$ cat src/rtl/game_scoreboard_pkg.sv
// ============================================================================
// game_scoreboard_pkg : shared FSM state and `who` encodings for the scoreboard
// Rev 1.0
// ============================================================================
`default_nettype none

package game_scoreboard_pkg;

   typedef enum logic [0:0] {
      SB_PLAY = 1'b0,
      SB_HOLD = 1'b1
   } sb_state_e;

   localparam logic [1:0] WHO_NONE = 2'b00;
   localparam logic [1:0] WHO_DOWN = 2'b01;
   localparam logic [1:0] WHO_UP   = 2'b10;

endpackage

`default_nettype wire

$ cat src/rtl/rise_detect.sv
// ============================================================================
// rise_detect : registered rising-edge detector with a configurable reset level
// Rev 1.0
// ============================================================================
`default_nettype none

module rise_detect #(
   parameter logic RST_VAL = 1'b1
) (
   input  logic clk,
   input  logic rst,
   input  logic d,
   output logic rise
);

   logic level_q;
   logic level_d;

   always_comb begin
      level_d = d;
   end

   // Resetting to 1 masks a level that is already high when reset releases.
   always_ff @(posedge clk) begin
      if (rst) begin
         level_q <= RST_VAL;
      end else begin
         level_q <= level_d;
      end
   end

   assign rise = d & ~level_q;

endmodule

`default_nettype wire

$ cat src/rtl/game_scoreboard.sv
// ============================================================================
// game_scoreboard : credits rounds from counter GAMEOVER events and hands a
//                   best-of match result downstream on a valid/ready port
// Rev 1.0
// ============================================================================
`default_nettype none

module game_scoreboard
   import game_scoreboard_pkg::*;
#(
   parameter int ROUNDS_TO_WIN = 3,
   parameter int SCORE_WIDTH   = 4
) (
   input  logic                   clk,
   input  logic                   rst,
   input  logic                   gameover,
   input  logic [1:0]             who,
   input  logic                   winner,
   input  logic                   loser,
   output logic [SCORE_WIDTH-1:0] score_up,
   output logic [SCORE_WIDTH-1:0] score_down,
   output logic [SCORE_WIDTH-1:0] round_no,
   output logic [SCORE_WIDTH-1:0] max_hits,
   output logic [SCORE_WIDTH-1:0] min_hits,
   output logic                   round_done,
   output logic                   match_valid,
   output logic                   match_winner,
   input  logic                   match_ready,
   output logic                   proto_err
);

   localparam logic [SCORE_WIDTH-1:0] C_RTW = SCORE_WIDTH'(ROUNDS_TO_WIN);
   localparam logic [SCORE_WIDTH-1:0] C_MAX = '1;

   logic go_rise;
   logic win_rise;
   logic lose_rise;

   rise_detect #(.RST_VAL(1'b1)) u_go_rise (
      .clk  (clk),
      .rst  (rst),
      .d    (gameover),
      .rise (go_rise)
   );

   rise_detect #(.RST_VAL(1'b1)) u_win_rise (
      .clk  (clk),
      .rst  (rst),
      .d    (winner),
      .rise (win_rise)
   );

   rise_detect #(.RST_VAL(1'b1)) u_lose_rise (
      .clk  (clk),
      .rst  (rst),
      .d    (loser),
      .rise (lose_rise)
   );

   sb_state_e              state_q, state_d;
   logic [SCORE_WIDTH-1:0] score_up_q, score_up_d;
   logic [SCORE_WIDTH-1:0] score_down_q, score_down_d;
   logic [SCORE_WIDTH-1:0] round_no_q, round_no_d;
   logic [SCORE_WIDTH-1:0] max_hits_q, max_hits_d;
   logic [SCORE_WIDTH-1:0] min_hits_q, min_hits_d;
   logic                   round_done_q, round_done_d;
   logic                   match_valid_q, match_valid_d;
   logic                   match_winner_q, match_winner_d;
   logic                   proto_err_q, proto_err_d;

   always_comb begin
      state_d        = state_q;
      score_up_d     = score_up_q;
      score_down_d   = score_down_q;
      round_no_d     = round_no_q;
      max_hits_d     = max_hits_q;
      min_hits_d     = min_hits_q;
      round_done_d   = 1'b0;
      match_valid_d  = match_valid_q;
      match_winner_d = match_winner_q;
      proto_err_d    = proto_err_q;

      case (state_q)
         SB_PLAY: begin
            if (go_rise) begin
               // The round boundary clear takes priority over a coincident hit.
               max_hits_d = '0;
               min_hits_d = '0;
               if (who == WHO_UP || who == WHO_DOWN) begin
                  round_done_d = 1'b1;
                  if (round_no_q != C_MAX) begin
                     round_no_d = round_no_q + 1'b1;
                  end
                  if (who == WHO_UP) begin
                     score_up_d = score_up_q + 1'b1;
                     if (score_up_d == C_RTW) begin
                        state_d        = SB_HOLD;
                        match_valid_d  = 1'b1;
                        match_winner_d = 1'b1;
                     end
                  end else begin
                     score_down_d = score_down_q + 1'b1;
                     if (score_down_d == C_RTW) begin
                        state_d        = SB_HOLD;
                        match_valid_d  = 1'b1;
                        match_winner_d = 1'b0;
                     end
                  end
               end else begin
                  proto_err_d = 1'b1;
               end
            end else begin
               if (win_rise && max_hits_q != C_MAX) begin
                  max_hits_d = max_hits_q + 1'b1;
               end
               if (lose_rise && min_hits_q != C_MAX) begin
                  min_hits_d = min_hits_q + 1'b1;
               end
            end
         end

         SB_HOLD: begin
            // No round can be credited while a result is pending or being taken.
            if (go_rise) begin
               proto_err_d = 1'b1;
            end
            if (match_valid_q && match_ready) begin
               state_d       = SB_PLAY;
               score_up_d    = '0;
               score_down_d  = '0;
               round_no_d    = '0;
               max_hits_d    = '0;
               min_hits_d    = '0;
               match_valid_d = 1'b0;
            end
         end

         default: begin
            state_d = SB_PLAY;
         end
      endcase
   end

   always_ff @(posedge clk) begin
      if (rst) begin
         state_q        <= SB_PLAY;
         score_up_q     <= '0;
         score_down_q   <= '0;
         round_no_q     <= '0;
         max_hits_q     <= '0;
         min_hits_q     <= '0;
         round_done_q   <= 1'b0;
         match_valid_q  <= 1'b0;
         match_winner_q <= 1'b0;
         proto_err_q    <= 1'b0;
      end else begin
         state_q        <= state_d;
         score_up_q     <= score_up_d;
         score_down_q   <= score_down_d;
         round_no_q     <= round_no_d;
         max_hits_q     <= max_hits_d;
         min_hits_q     <= min_hits_d;
         round_done_q   <= round_done_d;
         match_valid_q  <= match_valid_d;
         match_winner_q <= match_winner_d;
         proto_err_q    <= proto_err_d;
      end
   end

   assign score_up     = score_up_q;
   assign score_down   = score_down_q;
   assign round_no     = round_no_q;
   assign max_hits     = max_hits_q;
   assign min_hits     = min_hits_q;
   assign round_done   = round_done_q;
   assign match_valid  = match_valid_q;
   assign match_winner = match_winner_q;
   assign proto_err    = proto_err_q;

endmodule

`default_nettype wire
$ cat config.mk
export PLATFORM = sky130hd
export DESIGN_NAME = game_scoreboard
export DESIGN_NICKNAME = d
export VERILOG_FILES = /design/src/rtl/game_scoreboard_pkg.sv /design/src/rtl/rise_detect.sv /design/src/rtl/game_scoreboard.sv
export SDC_FILE = /design/constraint.sdc
export NUM_CORES = 1
export LEC_CHECK = 0
export CORE_MARGIN = 4
export CORE_UTILIZATION = 40
export DETAILED_ROUTE_END_ITERATION = 7
export GPL_ROUTABILITY_DRIVEN = 0
export PLACE_DENSITY_LB_ADDON = 0.25
export SLEW_MARGIN = 10
export SYNTH_ARGS = -nofsm -noshare
export SYNTH_HDL_FRONTEND = slang
export SYNTH_SLANG_ARGS = --single-unit
$ cat constraint.sdc
create_clock -name clk -period 3.35 [get_ports clk]
set_clock_uncertainty 0.15 [all_clocks]
set_input_delay 0.8375 -clock clk [delete_from_list [all_inputs] [get_ports clk]]
set_output_delay 0.8375 -clock clk [all_outputs]
set_load 0.01 [all_outputs]
==> flow_summary.yaml <==
outcome:
  status: "complete, no violations"
power:
  comb_power_share_pct: 9.8
  powerDensity_nw_per_um2: 292
  leakage_uw: 0.000666
  p_sw_share_pct: 23.9
  clockPowerShare_pct: 25.9
  peakVddDrop_uv: 168
  switching_power_uw: 127
  internal_power_uw: 406
  p_seq_share_pct: 64.4
cts:
  clkSinkCount: 28
  insertion_delay_ns: 0.32
  cts_tree: "yes"
  clk_pin_slew_ns: 0.15
  ctsHoldBuffers: 0
  numCtsBuffers: 3
  cts-resized-gates: 0
  cts_setup_buffers: 0
  clockRootBuffer: "clkbuf_4"
  cts.path.max_buffers: 2
  h-tree-depth: 1
sta:
  setup-tns-final_ns: 0
  worstMarginPinSlew_ns: 0.371
  worst_hold_slack_ns: 0.313
  rsz0062_at_grt: "no"
  setup_violations: 0
  fin_ws_ns: 0.480
  slew_viol_final: 0
  hold_viol: 0
  fmax_mhz: 348
  finalCritPeriodShare_pct: 85.7
  slew_headroom_pct: 75.2
  period_needed_ns: 2.87
routing:
  num_vias: 1326
  drc: 0
  wire_per_inst_um: 13.5
  via_per_inst: 5.46
  drt-pass1-iter-count: 5
  wl_um: 3290
  drtIter0Drc: 33
  drtAntennaViolNets: 0
yosys:
  synth_nets: 182
  synth.distinct_cells: 42
  synth_edf_count: 0
  yosysSeqAreaShare_pct: 38.9
  synth_ff_type: "dfxtp_1"
  ys_seq_elements: 28
  yosysTopAreaCell: "dfxtp_1"
  avgSynthCellArea_um2: 8.68
  async_flop_share_pct: 0
  synthCells: 166
  ys.warnings.count: 0
  yosys.area.top_type_share_pct: 38.9
  netlist_area_um2: 1440
  synth.area.top_cells: "dfxtp_1 39%, ha_1 7.0%, a21oi_1 5.2%, nor2_1 4.7%, nand3_1 4.5%"
die:
  io-pin-count: 32
  fp-row-count: 21
  initial_core_util_pct: 42.2
  core-area_um2: 3420
  die_h_um: 68
  dieArea_um2: 4620
  die_x_um: 68
critical_path:
  cp_max_fo: 7
  end_kind: "flop"
  arrival_ns: 2.96
  worstSetupPathType: "in -> reg"
  start_kind: "input pin"
  cp.required_ns: 3.44
grt:
  met1_usage_pct: 18.7
  use_met3_pct: 2.46
  grt_pass1_vias: 1276
  top_usage_layer: "met2"
  grt_overflow: 0
  grt_util_met2_pct: 27.2
  antenna_found_initial: 0
  grt.total_usage_pct: 15.3
  grt_pass1_wl_um: 5560
  grt_max_degree: 16
cells_and_area:
  synthToLayoutAreaGrowth_pct: 26.8
  layout_common_cells: "31 x clkdlybuf4s50_1, 28 x dfxtp_1, 18 x nor2_1"
  layout_commonest_cell: "clkdlybuf4s50_1"
  multi_input_area_um2: 830
  nets: 215
  finalNonFillerCells: 243
  design_area_um2: 1830
  drive_above_1_share_pct: 8.12
  fillCellCount: 350
  seq_area_um2: 561
  diodes: 0
place:
  pre_cts_slack_ns: 0.120
  port_buffers: 31
  dp_hpwl_um: 2490
  dpl_cell_area_um2: 1800
  dpl.cell_count: 240
worst_hold_path:
  hp-class: "reg -> reg"
job:
  cap_violations: 0
stage by stage:
step / util, % / power (uW)
after floorplan: - / 378
after global placement: 52.8 / 401
after detailed placement: 52.8 / 402
after CTS: 53.4 / 539
after global routing: 53.4 / 560
final: 53.4 / 533
power groups by stage:
stage,Combinational [uW],Clock (uW),Sequential (uW)
CTS,52.2,144,343
global route,57.7,158,344
global placement,50.5,0,350
floorplan,26.6,0,351
finish,52.0,138,343
detailed placement,52.1,0,350
path summary, 6_finish.rpt:
kind	slack (ns)	cells after the start	start	end
setup / recovery	0.48	7	who[0]	match_winner
hold / removal	0.31	2	proto_err	proto_err
setup reg to reg	1.35	4	state_q	match_winner
hold reg to reg	0.31	2	proto_err	proto_err
area by class of cell:
type	instances	area share, %
clock buffers	3	1.23
repair buffers	34	18.2
inverters	6	1.23
flip-flops and latches	28	30.7
well taps	46	3.15
multi-input cells	126	45.4
registers in the layout, indices dropped and copies added, names as in the netlist:
| signal | cells |
|---|---|
| score_up | 4 |
| score_down | 4 |
| u_win_rise.level_q | 1 |
| round_done | 1 |
| u_lose_rise.level_q | 1 |
| match_valid | 1 |
| max_hits | 4 |
| state_q | 1 |
| match_winner | 1 |
| round_no | 4 |
| min_hits | 4 |
| proto_err | 1 |
| u_go_rise.level_q | 1 |
metal layers:
| metal | up-vias | wire [um] | share of wire [%] |
|---|---|---|---|
| li1 | 666 | - | - |
| met1 | 640 | 1540 | 47 |
| met2 | 18 | 1650 | 50 |
| met3 | 2 | 92 | 2.8 |
| met4 | 0 | 14 | 0.43 |
| met5 | - | 0 | 0 |
critical path, cell delays in order:
cell,delay [ns]
clkdlybuf4s50_1,0.46
inv_1,0.04
ha_1,0.32
or4b_1,0.69
nor4b_4,0.32
a32oi_2,0.11
a21bo_1,0.19
cell usage after synthesis (3+ instances only):
master	number
dfxtp_1	28
nor2_1	18
a21oi_1	15
nand3_1	13
ha_1	8
nor3_1	7
o21ai_0	7
inv_1	6
nand2_1	6
nor2b_1	6
xor2_1	5
and3_1	4
clkbuf_1	4
o211ai_1	3
or2_2	3
logic make-up after synthesis:
| family | count (synthesis) | share of synthesized area, % |
|---|---|---|
| adder cells (fa/ha/maj) | 8 | 6.95 |
| flip-flops | 28 | 38.9 |
| multiplexers | 1 | 0.695 |
| XOR/XNOR | 5 | 3.04 |
| AND/OR/NAND/NOR | 74 | 29.5 |
| buffers and inverters | 12 | 3.47 |
| AO/OA/AOI/OAI | 38 | 17.5 |
Note: power is estimated with default switching activity, not from simulation.
